**src/rtl/fetch_queue_pkg.sv**
```systemverilog
// Shared CPU definitions for the fetch/decode boundary.
// Holds the queue entry layout and front-end defaults.
package fetch_queue_pkg;

  localparam int          FQ_DEPTH    = 4;
  localparam logic [31:0] FQ_NOP_INST = 32'h0000_0000;

  typedef struct packed {
    logic [31:0] PC;
    logic [31:0] inst;
  } fq_entry_t;

endpackage

```
**src/rtl/fetch_queue.sv**
```systemverilog
// Fetch queue: circular buffer between fetch and decode.
// Flush from execute empties it; head read is combinational.
module fetch_queue
  import fetch_queue_pkg::*;
#(
  parameter int          DEPTH    = FQ_DEPTH,
  parameter logic [31:0] NOP_INST = FQ_NOP_INST
) (
  input  logic                     clk,
  input  logic                     rst,
  input  logic                     i_FQ_valid,
  input  logic [31:0]              i_FQ_PC,
  input  logic [31:0]              i_FQ_inst,
  output logic                     o_FQ_ready,
  input  logic                     i_FQ_pause,
  input  logic                     i_FQ_flush,
  output logic                     o_FQ_valid,
  output logic [31:0]              o_FQ_PC,
  output logic [31:0]              o_FQ_inst,
  output logic [$clog2(DEPTH):0]   o_FQ_count
);

  localparam int PW = $clog2(DEPTH);
  localparam int CW = PW + 1;

  fq_entry_t       mem_q [DEPTH];
  logic [PW-1:0]   rd_q, rd_d;
  logic [PW-1:0]   wr_q, wr_d;
  logic [CW-1:0]   cnt_q, cnt_d;
  logic            push, pop;
  fq_entry_t       head;

  assign o_FQ_ready = (cnt_q != CW'(DEPTH));
  assign o_FQ_valid = (cnt_q != '0);
  assign o_FQ_count = cnt_q;

  assign push = i_FQ_valid & o_FQ_ready & ~i_FQ_flush;
  assign pop  = o_FQ_valid & ~i_FQ_pause & ~i_FQ_flush;

  assign head      = mem_q[rd_q];
  assign o_FQ_PC   = o_FQ_valid ? head.PC   : 32'h0;
  assign o_FQ_inst = o_FQ_valid ? head.inst : NOP_INST;

  always_comb begin
    rd_d  = rd_q;
    wr_d  = wr_q;
    cnt_d = cnt_q;
    if (i_FQ_flush) begin
      rd_d  = '0;
      wr_d  = '0;
      cnt_d = '0;
    end else begin
      if (push) wr_d = wr_q + PW'(1);
      if (pop)  rd_d = rd_q + PW'(1);
      if (push && !pop)
        cnt_d = cnt_q + CW'(1);
      else if (pop && !push)
        cnt_d = cnt_q - CW'(1);
    end
  end

  always_ff @(posedge clk or posedge rst) begin
    if (rst) begin
      rd_q  <= '0;
      wr_q  <= '0;
      cnt_q <= '0;
    end else begin
      rd_q  <= rd_d;
      wr_q  <= wr_d;
      cnt_q <= cnt_d;
    end
  end

  // Storage is unreset; invalid slots are masked at the outputs.
  always_ff @(posedge clk) begin
    if (push) mem_q[wr_q] <= '{PC: i_FQ_PC, inst: i_FQ_inst};
  end

endmodule

```
**config.mk**
```make
export PLATFORM = sky130hd
export DESIGN_NAME = fetch_queue
export DESIGN_NICKNAME = d
export VERILOG_FILES = /design/src/rtl/fetch_queue_pkg.sv /design/src/rtl/fetch_queue.sv
export SDC_FILE = /design/constraint.sdc
export NUM_CORES = 1
export LEC_CHECK = 0
export CAP_MARGIN = 20
export CORE_MARGIN = 1
export CORE_UTILIZATION = 49
export DETAILED_ROUTE_END_ITERATION = 6
export HOLD_SLACK_MARGIN = 0.15
export PLACE_DENSITY = 0.86
export REMOVE_ABC_BUFFERS = 1
export SYNTH_ARGS = -nofsm -noshare
export SYNTH_HDL_FRONTEND = slang
export SYNTH_SLANG_ARGS = --single-unit
```
**constraint.sdc**
```tcl
create_clock -name clk -period 2.85 [get_ports clk]
set_clock_uncertainty 0.15 [all_clocks]
set_input_delay 0.57 -clock clk [delete_from_list [all_inputs] [get_ports clk]]
set_output_delay 0.57 -clock clk [all_outputs]
set_load 0.01 [all_outputs]
```
Word-level counts from Yosys, hierarchy flattened
Memories as Yosys holds them, arrays and structs flattened.
Cells that the tools add are included.

operators by class
  equality and inequality tests = 1
  add/sub/neg operators = 4
  reductions and logical operators = 8
  muxes and demuxes = 11
  bitwise gates (word level) = 6

operator list
  cell                                              number
  2-to-1 mux 32 bit                                 2
  2-to-1 mux 3 bit                                  3
  2-to-1 mux 2 bit                                  4
  nonzero test 3 bit                                2
  adder 2 x 1 -> 2 bit, second input constant       2
  AND 1 bit                                         4
  nonzero test 2 bit                                2
  adder 3 x 1 -> 3 bit, second input constant       1
  != test 3 bit, second input constant              1
  subtractor 3 x 1 -> 3 bit, second input constant  1
  logical AND 1 bit                                 2
  logical NOT 1 bit                                 2
  2-to-1 mux 1 bit                                  2
  inverter 1 bit                                    2

storage, ports and cells
  logic and storage cells = 34
  memories kept = 1
  bits of input ports = 69
  bits in writable memories = 256
  output and inout bits = 69
  register bits after elaboration = 7

memories
  memory  depth  bits a word  read ports  clocked after memory_dff  write ports  line               source
  mem_q   4      64           1           0                         1            fetch_queue.sv:26  fq_entry_t mem_q [DEPTH];

Depth between registers and ports, before layout
Gate-level depths: netlist of the first run.

  depth in word-level cells = 8
  depth in mapped cells = 8
  mapped depth without buffers = 7

Least setup slack after synthesis of the first run
Ideal clock, no wire load.

  path kind = input port to flip-flop
  start point = in i_FQ_flush
  end point = mem mem_q[0][0] (netlist bit) (enable)
  setup time = 0.429 ns
  arrival = 2.602 ns
  required time = 2.271 ns
  path slack = -0.331 ns
  cell stages on the path = 4
  buffers on the path = 1
  cells stage by stage = clkbuf_1 nand2b_1 a21oi_1 and2_1

on the way
  cells in the longest elaborated chain, start to end = 4

ends and longest elaborated chain
  item                                    line               source
  start: declaration                      fetch_queue.sv:16  input logic i_FQ_flush,
  inverter 1 bit                          fetch_queue.sv:37  assign push = i_FQ_valid & o_FQ_ready & ~i_FQ_flush;
  AND 1 bit                               fetch_queue.sv:37
  2-to-1 mux 1 bit                        fetch_queue.sv:76  if (push) mem_q[wr_q] <= '{PC: i_FQ_PC, inst: i_FQ_inst};
  2-to-1 mux 1 bit (not written as such)  fetch_queue.sv:76
  end: declaration                        fetch_queue.sv:26

No other way between the ends.

Worst setup path after layout of the first run
  start point = reg rd_q[0]
  end point = out o_FQ_inst[21]

on the way
  cells in the longest elaborated chain, start to end = 2

ends and longest elaborated chain
  item                      line               source
  start: declaration        fetch_queue.sv:27  logic [PW-1:0] rd_q, rd_d;
  start signal: assignment  fetch_queue.sv:68  rd_q <= rd_d;
  memory read (4 x 64 bit)  n/a
  2-to-1 mux 32 bit         fetch_queue.sv:42  assign o_FQ_inst = o_FQ_valid ? head.inst : NOP_INST;
  end: declaration          fetch_queue.sv:19  output logic [31:0] o_FQ_inst,

No other way between the ends.

==> key figures, run 1 <==
Global routing
  • GR Util met2: between 30% and 40%
  • Initial antenna violation count: 0
  • GR Util met3: 3.69%
  • Global-route wire length before repair: between 30000 and 40000 um
  • GR Layer Usage met1: 26.2%
  • Most used routing layer: met2
  • Vias in the first global route: 5623
  • Largest net degree at the start of global routing: 38
  • GRT overflow: 0
  • All-Layer GR Usage: 20.5%

Power
  • Peak supply drop: 0.594 mV
  • P_sw: 3.03 mW
  • Sw Ratio: 26.8%
  • PnR Total Power: 11.3 mW
  • P_int: 8.26 mW
  • Clock share of power: a little over a quarter
  • Power per cell area: between 800 and 900 nW/um2
  • Leakage power figure: about 4.5 nW
  • Logic pwr share: around a third
  • Reg power frac: 40.6%

Synthesis
  • YS warnings: 0
  • Yosys top cell area share: 75.6%
  • Synth top area cells: edfxtp_1 76%, mux4_2 14%, and2_1 4.2%, dfrtp_1 1.7%, buf_6 0.55%
  • Post-Syn Area: 10200 um2
  • Leading area contributor after synthesis: edfxtp_1
  • Synthesized flop and latch total: 263
  • Synth Area per Inst: around 22 um2
  • Unique masters post-synth: 27
  • Seq/Total Area, Yosys: between 70% and 80%
  • Cell count after synthesis: 464

Cells and area
  • Area Growth Syn to Fin: 29.4%
  • Multi-input logic area: 2300 um2
  • Register area: about 8000 um2
  • Filler instances: 1365
  • Post-route cell area: around 13000 um2
  • Commonest non-fill, non-tap cell in the layout: edfxtp_1
  • Commonest cells after routing, fill and taps aside: 256 x edfxtp_1, 72 x clkdlybuf4s50_1, 64 x mux4_2, 44 x and2_4, 36 x buf_2
  • Antenna Cells: 0
  • Share of cells above drive strength 1: 38.3%
  • Nets: 726
  • Post-route insts no fill: 941

Critical path
  • CP max stage cell: dfrtp_4
  • Setup crit end kind: primary output
  • Crit path kind: flip-flop to primary output
  • CP peak stage delay: 0.50 ns
  • Crit path max-delay family: buffers and inverters
  • CP startpoint kind: flip-flop
  • Worst Path Arrival: 2.16 ns
  • Worst EP required: 2.13 ns
  • Crit Path Max Fanout: 8
  • Crit-path cells: buf_8 > buf_16 > buf_4 > mux4_2 > and2_4 > buf_6
  • Reg2reg setup slack: roughly 0.41 ns
  • FF-to-FF Start: o_FQ_count[0]$_DFFE_PP0P_
  • Crit path launch: rd_q[0]$_DFFE_PP0P_
  • CP bufs+invs: 4

Route
  • Iteration-0 DRC Markers: about 350
  • Via count: just over 5k
  • Detailed-router iteration count before antenna repair: 4
  • DR DRC count: 0
  • Wire length per cell: about 23 um
  • Routed WL: ~21000 um
  • ANT nets after route: 0
  • Vias per inst: between 5 and 6

Run status
  • Status: finished, violations left
  • Failing checks: negative setup slack

STA
  • Final Critical Period: 2.88 ns
  • Slew headroom: between 70% and 80%
  • Slew @ Worst Pin: 0.415 ns
  • Slew Viols, Final: 0
  • Setup violations, final: 13
  • Final Hold Violating Endpoints: 0
  • Max Fclk: 348 MHz
  • RSZ-0062 raised after global routing: yes
  • Final worst setup slack: -0.0268 ns
  • Crit share post-route: 101%

Place
  • Port Buffer Count: 137
  • Post-Place Setup Slack: 0.160 ns
  • Area after DPL: 12000 um2
  • Placed cell count: 868
  • DP Wirelength: 11600 um
  • RePlAce Congestion: 0.737

Clock tree
  • Root Buffer Master: clkbuf_16
  • Maximum buffer depth of the clock tree: 3
  • CTS tree: yes
  • Clock sink count: 263
  • Worst-Skew Late Latency: ~0.51 ns
  • Hold_buf cts: 0
  • Clock slew seen by the registers of the worst setup and hold paths: roughly 0.06 ns
  • Num CTS Buffers: 26
  • Max H-tree Level: 1

Floorplanning
  • Full die area: 21300 um2
  • Initial Utilization: 50.1%
  • Boundary Pins: between 100 and 150
  • Placement row count: 52
  • Die Ht: 146 um
  • Die width: 146 um
  • Core area: 20300 um2

Flow run
  • Max Cap Viol: 0

Min path
  • Worst min-delay path class: input port to async pin
[logic make-up after synthesis]
kind of cell               Yosys count  synth area share (%)
adders and majority gates            5                 0.689
and+or+nand+nor                     88                  5.21
xor gates and xnor gates             3                 0.258
muxes                               65                  14.3
AOI/OAI and AO/OA                   12                 0.738
DFF                                263                  77.3
buffers and inverters               28                  1.55
[metrics by stage]
step | utilization (%) | hold WS, ns | setup TNS (ns)
finish | 64.8 | 0.162 | -0.148
global route | 64.8 | 0.191 | -1.12
CTS | 64.3 | 0.175 | -0.624
detailed placement | 59.3 | 0.421 | 0
global placement | 59.3 | 0.400 | 0
floorplan | - | 0.223 | -124.48
[flip-flops by register name, indices dropped and copies added (netlist names)]
signal / cells
rd_q: 2
o_FQ_count: 3
wr_q: 2
mem_q: 256
[per-layer routing]
metal / vias to the layer above / wire length [um] / part of all wire, %
met5: - / 0 / 0
met3: 41 / 1240 / 5.8
met1: 2644 / 8420 / 39
li1: 2263 / - / -
met4: 0 / 458 / 2.1
met2: 186 / 11200 / 53
[area by class of cell]
type                    instances  share of cell area (%)
clock buffers                  38                    5.45
clock inverters                 9                   0.323
inverters                       6                   0.171
multi-input cells             176                    17.5
flip-flops and latches        263                    59.8
well taps                     270                    2.57
repair buffers                179                    14.2
[cell usage after synthesis (all sizes together)]
library cell  instances
edfxtp              256
and2                 69
mux4                 64
buf                  13
clkbuf                9
dfrtp                 7
nor2                  7
inv                   6
a21oi                 5
ha                    4
nand2                 3
nand2b                3
nand3                 3
o21ai                 3
xor2                  2
a311oi                1
a31oi                 1
fa                    1
mux2i                 1
nor3b                 1
o21ba                 1
o311a                 1
or3                   1
or3b                  1
xnor2                 1
[power by group through the flow]
stage	clock, mW	sequential, mW	combinational (mW)
floorplan	0	4.79	1.38
global placement	0	4.60	2.94
detailed placement	0	4.62	2.99
CTS	3.11	4.58	3.50
global route	3.27	4.59	3.86
finish	3.06	4.58	3.65
[repair_timing]
action	4_1_cts	5_1_grt
pin swaps	14	0
resized for setup	325	31
gates cloned	10	0
setup endpoints to repair	65	48
buffers inserted	19	0
[final timing paths]
| path | to | cells past startpoint |
|---|---|---|
| worst max-delay path | o_FQ_inst[21] | 6 |
| worst min-delay path | rd_q[1]$_DFFE_PP0P_ | 2 |
| worst max register to register | o_FQ_count[2]$_DFFE_PP0P_ | 6 |
| worst min register to register | wr_q[1]$_DFFE_PP0P_ | 2 |
| max in group asynchronous | rd_q[0]$_DFFE_PP0P_ | 2 |
| min in group clk | wr_q[1]$_DFFE_PP0P_ | 2 |
No activity file was read; power rests on OpenSTA's default activity.
==> inputs of run 2 (changes only) <==
CORE_UTILIZATION = 45   (was 49)
HOLD_SLACK_MARGIN = 0.06   (was 0.15)
PLACE_DENSITY = 0.81   (was 0.86)
==> key figures, run 2 (synthesis results as in run 1) <==
Run status
  • Status: finished, violations left
  • Failing checks: design-rule violations, negative setup slack

Cells and area
  • Max reg flops: approximately 260
  • Share of cells above drive strength 1: 39.5%
  • Antenna Cells: 0
  • Area Growth Syn to Fin: 31.3%
  • Nets: 721
  • Register area: ~8000 um2
  • Filler instances: 1535
  • Final Util: between 60 and 70%
  • Post-route cell area: between 10000 and 15000 um2
  • Post-route insts no fill: between 900 and 1k
  • Commonest non-fill, non-tap cell in the layout: edfxtp_1
  • Multi-input logic area: roughly 2300 um2
  • Most flop-heavy register: mem_q
  • Commonest cells after routing, fill and taps aside: 256 x edfxtp_1, 72 x clkdlybuf4s50_1, 64 x mux4_2, 44 x and2_4, 34 x buf_2

Flow run
  • Max Cap Viol: 0

Clock tree
  • Clock sink count: 263
  • CTS tree: yes
  • Maximum buffer depth of the clock tree: 3
  • Clock slew seen by the registers of the worst setup and hold paths: 0.06 ns
  • Worst-Skew Late Latency: ~0.52 ns
  • Root Buffer Master: clkbuf_16
  • Max H-tree Level: 1
  • Num CTS Buffers: 26
  • Hold_buf cts: 0

Floorplanning
  • Die width: around 150 um
  • Initial Utilization: 46.2%
  • Core area: roughly 22000 um2
  • Boundary Pins: between 100 and 150
  • Die Ht: 152 um
  • Full die area: 23200 um2
  • Placement row count: 54

STA
  • Final worst setup slack: -0.0479 ns
  • Minimum hold slack: about 0.13 ns
  • Final Critical Period: 2.90 ns
  • Setup violations, final: between 40 and 50
  • Slew headroom: 75.8%
  • Final Hold Violating Endpoints: 0
  • Crit share post-route: 102%
  • Slew Viols, Final: 0
  • Slew @ Worst Pin: 0.363 ns
  • RSZ-0062 raised after global routing: yes
  • Max Fclk: between 300 and 400 MHz

Critical path
  • Stages on worst setup path: 6
  • Crit path max-delay family: buffers and inverters
  • Crit Path Max Fanout: 9
  • CP max stage cell: dfrtp_4
  • CP bufs+invs: 4
  • Crit path kind: flip-flop to primary output
  • CP most frequent cell: buf_12
  • CP peak stage delay: 0.50 ns
  • CP startpoint kind: flip-flop
  • Crit-path cells: buf_12 > buf_12 > buf_16 > mux4_2 > and2_1 > buf_2
  • Setup crit end kind: primary output
  • Worst EP required: between 2 and 2.5 ns
  • Worst Path Arrival: 2.18 ns
  • R2r worst-path depth: 6

Global routing
  • GR Layer Usage met1: 24.2%
  • Initial antenna violation count: 2
  • Global-route wire length before repair: 33100 um
  • Most used routing layer: met2
  • All-Layer GR Usage: between 10% and 20%
  • Largest net degree at the start of global routing: 36
  • Vias in the first global route: about 5.6k
  • GR Util met2: approximately a third
  • GRT overflow: 0
  • GR Util met3: slightly above 4%

Power
  • Peak supply drop: roughly 0.55 mV
  • Leakage power figure: roughly 4.5 nW
  • Power per cell area: 886 nW/um2

Route
  • ANT nets after route: 0
  • DR DRC count: 10
  • Iteration-0 DRC Markers: between 300 and 400
  • Via count: slightly above 5k
  • Vias per inst: 5.46
  • Wire length per cell: 22.8 um
  • Detailed-router iteration count before antenna repair: 7
  • Routed WL: 21600 um

Place
  • Placed cell count: 875
  • Port Buffer Count: 137
  • DP Wirelength: 11600 um
  • Post-Place Setup Slack: around 0.15 ns
  • Area after DPL: about 12000 um2
  • RePlAce Congestion: 0.799

Min path
  • Worst min-delay path class: input port to async pin
-- run 2: report_power, final --
part           internal [mW]  switching, mW
registers               4.47         0.0999
logic                   2.10           1.60
clock network           2.17           1.40
-- run 2: per-stage QoR --
step           TNS, ns  total power [mW]
6_report        -0.833              11.8
5_1_grt          -3.78              12.3
3_3_place_gp         0              7.55
2_1_floorplan  -124.48              6.17
3_5_place_dp         0              7.62
4_1_cts          -1.74              11.7
-- run 2: worst register-to-register path, cell delays in order, from the launching register on --
cell,delay [ns]
dfrtp_2,0.51
or3_4,0.55
a21oi_1,0.26
fa_1,0.26
nor3b_1,0.28
o21ai_0,0.16
o311a_1,0.14
-- run 2: timing repair --
action                                  in CTS  in global routing
gates resized for setup                    314                 33
endpoints found under the setup margin      65                 39
pin swaps                                    2                  7
gates cloned                                11                  0
hold endpoints to repair                     0                  0
setup buffers                               12                  3
-- run 2: worst paths after layout --
path	start	endpoint	slack [ns]
max in group asynchronous	rst	rd_q[1]$_DFFE_PP0P_	2.16
max	rd_q[0]$_DFFE_PP0P_	o_FQ_inst[2]	-0.05
min reg2reg	wr_q[1]$_DFFE_PP0P_	wr_q[1]$_DFFE_PP0P_	0.43
min	rst	rd_q[0]$_DFFE_PP0P_	0.13
max reg2reg	o_FQ_count[0]$_DFFE_PP0P_	o_FQ_count[2]$_DFFE_PP0P_	0.44
min in group clk	wr_q[1]$_DFFE_PP0P_	wr_q[1]$_DFFE_PP0P_	0.43
-- run 2: final cells by class --
cell class	instances	area share [%]
tap	280	2.62
multi-input combinational	176	17.2
clock buffer	28	5.09
sequential	263	59.0
timing repair buffer	174	14.3
clock inverter	18	1.70
inverter	6	0.169
-- run 2: per-layer routing --
| layer | part of all wire, % | vias up |
|---|---|---|
| li1 | - | 2260 |
| met3 | 6.9 | 38 |
| met2 | 51 | 207 |
| met4 | 2.0 | 2 |
| met5 | 0.060 | - |
| met1 | 40 | 2653 |
